## config.mk

```make
export PLATFORM = sky130hd
export DESIGN_NAME = instr_fetch_port
export DESIGN_NICKNAME = d
export VERILOG_FILES = /design/src/rtl/instr_fetch_port_pkg.sv /design/src/rtl/instr_fetch_resp_pipe.sv /design/src/rtl/instr_fetch_port.sv
export SDC_FILE = /design/constraint.sdc
export NUM_CORES = 1
export LEC_CHECK = 0
export ABC_AREA = 1
export CORE_MARGIN = 3
export CORE_UTILIZATION = 28
export CTS_CLUSTER_DIAMETER = 120
export DETAILED_ROUTE_END_ITERATION = 12
export MAX_ROUTING_LAYER = met4
export SLEW_MARGIN = 20
export SYNTH_ARGS = -nofsm -noshare
export SYNTH_HDL_FRONTEND = slang
export SYNTH_HIERARCHICAL = 1
export SYNTH_SLANG_ARGS = --single-unit
export TNS_END_PERCENT = 20
```

## constraint.sdc

```tcl
create_clock -name clk_i -period 1.9 [get_ports clk_i]
set_input_delay 0.19 -clock clk_i [delete_from_list [all_inputs] [get_ports clk_i]]
set_output_delay 0.19 -clock clk_i [all_outputs]
set_load 0.03 [all_outputs]
```

## src/rtl/instr_fetch_port_pkg.sv

```systemverilog
// Shared types and helpers for the instruction-fetch adapter.
package instr_fetch_port_pkg;

    localparam int unsigned AddrWidth      = 32;
    localparam int unsigned DataWidth      = 32;
    localparam int unsigned MinReadLatency = 1;
    localparam int unsigned MaxReadLatency = 4;

    // One response-pipe entry: a granted fetch and whether it was out of range.
    typedef struct packed {
        logic valid;
        logic err;
    } resp_tag_t;

    // Window decode: an address belongs to RAM when its masked bits equal the base.
    function automatic logic addr_hit(input logic [AddrWidth-1:0] addr,
                                      input logic [AddrWidth-1:0] mask,
                                      input logic [AddrWidth-1:0] base);
        return (addr & mask) == base;
    endfunction

endpackage

```

## src/rtl/instr_fetch_resp_pipe.sv

```systemverilog
// Fixed-depth valid/err shift register that tracks fetches in flight.
// Cleared asynchronously so in-flight responses vanish on reset.
module instr_fetch_resp_pipe
    import instr_fetch_port_pkg::*;
#(
    parameter int unsigned Depth = 1
) (
    input  logic      clk_i,
    input  logic      rst_ni,
    input  resp_tag_t tag_i,
    output resp_tag_t tag_o
);

    resp_tag_t [Depth-1:0] pipe_q;
    resp_tag_t [Depth-1:0] pipe_d;

    // Shift every entry one stage towards the output, loading stage 0.
    always_comb begin
        pipe_d    = pipe_q;
        pipe_d[0] = tag_i;
        for (int i = 1; i < int'(Depth); i++) begin
            pipe_d[i] = pipe_q[i-1];
        end
    end

    // Pipe state register.
    always_ff @(posedge clk_i or negedge rst_ni) begin
        if (!rst_ni) begin
            pipe_q <= '0;
        end else begin
            pipe_q <= pipe_d;
        end
    end

    assign tag_o = pipe_q[Depth-1];

endmodule

```

## src/rtl/instr_fetch_port.sv

```systemverilog
// Fixed-latency instruction-fetch adapter: grants every request at once,
// forwards in-window fetches to RAM and answers out-of-window fetches
// with an in-order error response. Also keeps fetch/error statistics.
module instr_fetch_port
    import instr_fetch_port_pkg::*;
#(
    parameter int unsigned ReadLatency = 1,
    parameter int unsigned CountWidth  = 32
) (
    input  logic                  clk_i,
    input  logic                  rst_ni,
    input  logic [AddrWidth-1:0]  cfg_addr_base_i,
    input  logic [AddrWidth-1:0]  cfg_addr_mask_i,
    input  logic                  instr_req_i,
    input  logic [AddrWidth-1:0]  instr_addr_i,
    output logic                  instr_gnt_o,
    output logic                  instr_rvalid_o,
    output logic [DataWidth-1:0]  instr_rdata_o,
    output logic                  instr_err_o,
    output logic                  mem_req_o,
    output logic [AddrWidth-1:0]  mem_addr_o,
    input  logic [DataWidth-1:0]  mem_rdata_i,
    input  logic                  err_clr_i,
    output logic [CountWidth-1:0] fetch_count_o,
    output logic [CountWidth-1:0] err_count_o,
    output logic                  err_seen_o,
    output logic [AddrWidth-1:0]  err_addr_o
);

    if ((ReadLatency < MinReadLatency) || (ReadLatency > MaxReadLatency)) begin : gen_lat_check
        $error("instr_fetch_port: ReadLatency must be in 1..4");
    end

    logic      hit;
    logic      miss_grant;
    resp_tag_t tag_in;
    resp_tag_t tag_out;

    logic [CountWidth-1:0] fetch_cnt_q, fetch_cnt_d;
    logic [CountWidth-1:0] err_cnt_q, err_cnt_d;
    logic                  err_seen_q, err_seen_d;
    logic [AddrWidth-1:0]  err_addr_q, err_addr_d;

    assign hit        = addr_hit(instr_addr_i, cfg_addr_mask_i, cfg_addr_base_i);
    assign miss_grant = instr_req_i & ~hit;

    // Request side: zero-latency grant, RAM request only for in-window fetches.
    always_comb begin
        instr_gnt_o = instr_req_i;
        mem_req_o   = instr_req_i & hit;
        mem_addr_o  = {instr_addr_i[AddrWidth-1:2], 2'b00};
        tag_in      = '{valid: instr_req_i, err: miss_grant};
    end

    instr_fetch_resp_pipe #(
        .Depth (ReadLatency)
    ) u_resp_pipe (
        .clk_i  (clk_i),
        .rst_ni (rst_ni),
        .tag_i  (tag_in),
        .tag_o  (tag_out)
    );

    // Response side: RAM data only passes through for valid, non-error entries.
    always_comb begin
        instr_rvalid_o = tag_out.valid;
        instr_err_o    = tag_out.valid & tag_out.err;
        instr_rdata_o  = (tag_out.valid && !tag_out.err) ? mem_rdata_i : '0;
    end

    // Saturating fetch and error counters.
    always_comb begin
        fetch_cnt_d = fetch_cnt_q;
        err_cnt_d   = err_cnt_q;
        if (instr_req_i && (fetch_cnt_q != '1)) begin
            fetch_cnt_d = fetch_cnt_q + CountWidth'(1);
        end
        if (instr_err_o && (err_cnt_q != '1)) begin
            err_cnt_d = err_cnt_q + CountWidth'(1);
        end
    end

    // Sticky first-error capture; a new error in the clear cycle wins over the clear.
    always_comb begin
        err_seen_d = err_seen_q;
        err_addr_d = err_addr_q;
        if (err_clr_i) begin
            err_seen_d = 1'b0;
            err_addr_d = '0;
        end
        if (miss_grant && (!err_seen_q || err_clr_i)) begin
            err_seen_d = 1'b1;
            err_addr_d = instr_addr_i;
        end
    end

    // Statistics state registers.
    always_ff @(posedge clk_i or negedge rst_ni) begin
        if (!rst_ni) begin
            fetch_cnt_q <= '0;
            err_cnt_q   <= '0;
            err_seen_q  <= 1'b0;
            err_addr_q  <= '0;
        end else begin
            fetch_cnt_q <= fetch_cnt_d;
            err_cnt_q   <= err_cnt_d;
            err_seen_q  <= err_seen_d;
            err_addr_q  <= err_addr_d;
        end
    end

    assign fetch_count_o = fetch_cnt_q;
    assign err_count_o   = err_cnt_q;
    assign err_seen_o    = err_seen_q;
    assign err_addr_o    = err_addr_q;

endmodule

```

==> results_dict.tcl <==
set metrics [dict create \
    finalCriticalPeriod_ns 1.84 \
    routed_wire_length_per_instance_microns 14.1 \
    yosysUniqueCellTypes 34 \
    fraction_of_layout_cells_with_a_size_suffix_above_1 0.152 \
    mappedNetlistArea_sq_mm 0.00655 \
    routed_wire_length_microns 22000 \
    route.vias.total 7000 \
    finalPower_mw 6.72 \
    clk_latency_ns 0.35 \
    cpMostUsedCell "nor2_4" \
    cts_max_level 3 \
    grt_setup_unrepaired "true" \
    timing.hold.ws_ns 0.275 \
    synthCells 921 \
    yosys_warnings 6 \
    synth_area_leaders "dfrtp_1, nand2_1, nand3_1, inv_1, nor2_1" \
    final_antenna_net_count 0 \
    fin_tns_setup_ns 0 \
    synth_top_cell_by_area "dfrtp_1" \
    path_clk_slew_ns 0.07 \
    status "completed" \
    core.rowCount 55 \
    post_dp_hpwl_microns 17800 \
    crit_path_max_fanout 4 \
    grt_util_all_layers 0.176 \
    cp-end-kind "output port" \
    grt_overflow_total 0 \
    drtPass1Iterations 4 \
    finalMaxSlewViolations 0 \
    fp.dieH_microns 159 \
    antenna_found_initial 1 \
    cts_tree "built" \
    cts_made_buffers 9 \
    crit_required_ns 1.71 \
    synth_top_cell_area_share 0.378 \
    avgSynthCellArea_sq_um 7.11 \
    worst-setup-path-type "in2out" \
    setup_violations 0 \
    finClkSkew_ns 0.0149 \
    crit_path_max_incr_delay_ns 0.47 \
    power.ir.vdd_worst_uv 301 \
    placed_instance_area_sq_mm 0.0100 \
    ys_ff_latch 99 \
    drt_first_iter_violations 256 \
    floorplan.core_area_sq_mm 0.0228 \
    finalNetCount 1380 \
    worst-endpoint-arrival_ns 1.65 \
    max-clock-path-buffers 2 \
    hold_path.class "in2reg" \
    io_buffers 294 \
    stdcell_area_sq_mm 0.0105 \
    synth_sequential_area_ratio 0.378 \
    root_buffer "clkbuf_16" \
    final_clock_period_utilization_by_the_worst_path 0.967 \
    syn_to_final_growth_pct 59.6 \
    pwr_density_cell_mw_per_mm2 643 \
    critical_path.startpoint_type "primary input" \
    number_of_primary_i_o_pins 297 \
    initial_utilization 0.287 \
    wire_length_of_the_first_global_routing_pass_microns 35400 \
    timing_hold_violations_final 0 \
    critical-path-slowest-cell "clkdlybuf4s50_1" \
    dieWidth_microns 159 \
    cap_violations 0 \
    dieArea_sq_mm 0.0253 \
    gpl.final_weighted_congestion 0.875 \
    routed_via_density 4.47 \
    grt_max_degree 44 \
    timing.critical_path.cells "clkdlybuf4s50_1, nand3_1, nand2_2, nand3_2, nor2_4, nand2_2, nor2_4, nand2_4, nor2_4, buf_6" \
    power_leakage_nw 4.97 \
    max_freq_mhz 545 \
    detail_route.drc_violations 0 \
    first_global_vias 6961 \
    numClockSinks 99 \
]
state kept, by name, indices dropped and copies added (netlist names):
register	cells
err_count_o	32
fetch_count_o	32
err_addr_o	32
err_seen_o	1
u_resp_pipe/tag_o	2
layer usage:
layer | GRT usage | routed length, microns
met5 | - | 0
met1 | 0.215 | 9750
met4 | 0.0505 | 365
met3 | 0.0468 | 1780
met2 | 0.287 | 10100
path summary, 6_finish.rpt:
kind | startpoint | endpoint | slack, ns | depth (start not counted)
max | cfg_addr_base_i[31] | mem_req_o | 0.06 | 10
min | instr_addr_i[5] | err_addr_o[5] | 0.27 | 4
max reg2reg | fetch_count_o[0] | fetch_count_o[24] | 0.11 | 11
min reg2reg | err_addr_o[18] | err_addr_o[18] | 0.51 | 2
max in group asynchronous | rst_ni | fetch_count_o[23] | 1.01 | 3
min in group asynchronous | rst_ni | fetch_count_o[12] | 0.32 | 2
stage by stage:
step	std cells	setup slack, ns	utilization
after global placement	1543	-0.246	0.438
after global routing	1565	-0.0431	0.458
after CTS	1560	-0.0174	0.452
after floorplan	922	0.0348	-
final	1565	0.0636	0.458
after detailed placement	1543	-0.263	0.438
placed cells by master (no fill, tap or decap), types with 2 or more instances in the layout:
master / instances
nor3_2: 13
nand3_1: 81
dfrtp_1: 98
dlymetal6s2s_1: 10
nor3_1: 26
nand2_1: 270
nand2_2: 14
nand3_2: 6
nand4_1: 44
xnor2_1: 15
nor2_4: 5
buf_6: 2
conb_1: 2
dlygate4sd2_1: 7
buf_12: 4
inv_2: 5
nand2_4: 3
clkbuf_16: 9
inv_6: 2
nor2_2: 7
clkinv_4: 2
o21ai_1: 10
xor2_1: 38
buf_4: 107
o21ai_0: 8
nor2_1: 88
xor2_2: 3
clkdlybuf4s50_1: 241
inv_1: 104
nand3b_1: 11
Yosys cell counts (all sizes together):
master / n
buf: 48
o21ai: 18
conb: 1
clkinv: 1
nand2: 287
xor2: 41
inv: 111
dfrtp: 99
and2: 1
nand3: 87
nand3b: 11
and3: 1
clkbuf: 12
nand4: 44
ha: 2
nor2: 100
nor3: 39
xnor2: 15
a21oi: 1
nor4: 2
where the power goes:
group / switching [mW] / leakage [nW] / internal, mW
clock network: 0.838 / 0.150 / 1.07
registers: 0.192 / 1.30 / 2.31
logic: 1.27 / 3.52 / 1.04
cells by family after synthesis:
group	Yosys count	synth area share
AO/OA/AOI/OAI	19	0.0145
XOR/XNOR	56	0.0783
buffers and inverters	172	0.127
AND/OR/NAND/NOR	572	0.398
adder cells (fa/ha/maj)	2	0.00382
other	1	0.000572
flip-flops	99	0.378
worst max-delay path: cells and delay by family:
kind / cells / cell delay, ns
simple gates: 8 / 0.84
buf+inv: 2 / 0.61
area by class of cell:
cell class / instances / area [sq um]
fill: 2358 / 12400
timing repair buffer: 373 / 3520
clock buffer: 11 / 243
clock inverter: 5 / 61.3
inverter: 112 / 428
multi-input combinational: 651 / 3330
antenna: 1 / 2.50
sequential: 99 / 2480
tap: 313 / 392
timing repair:
action                                  in CTS  in global routing
endpoints found under the hold margin       23                  0
resized for setup                           14                 32
hold buffers                                 1                  0
endpoints found under the setup margin       4                 24
buffers inserted                             0                  4
pin swaps                                    2                 12
(Power assumes the default switching activity.)
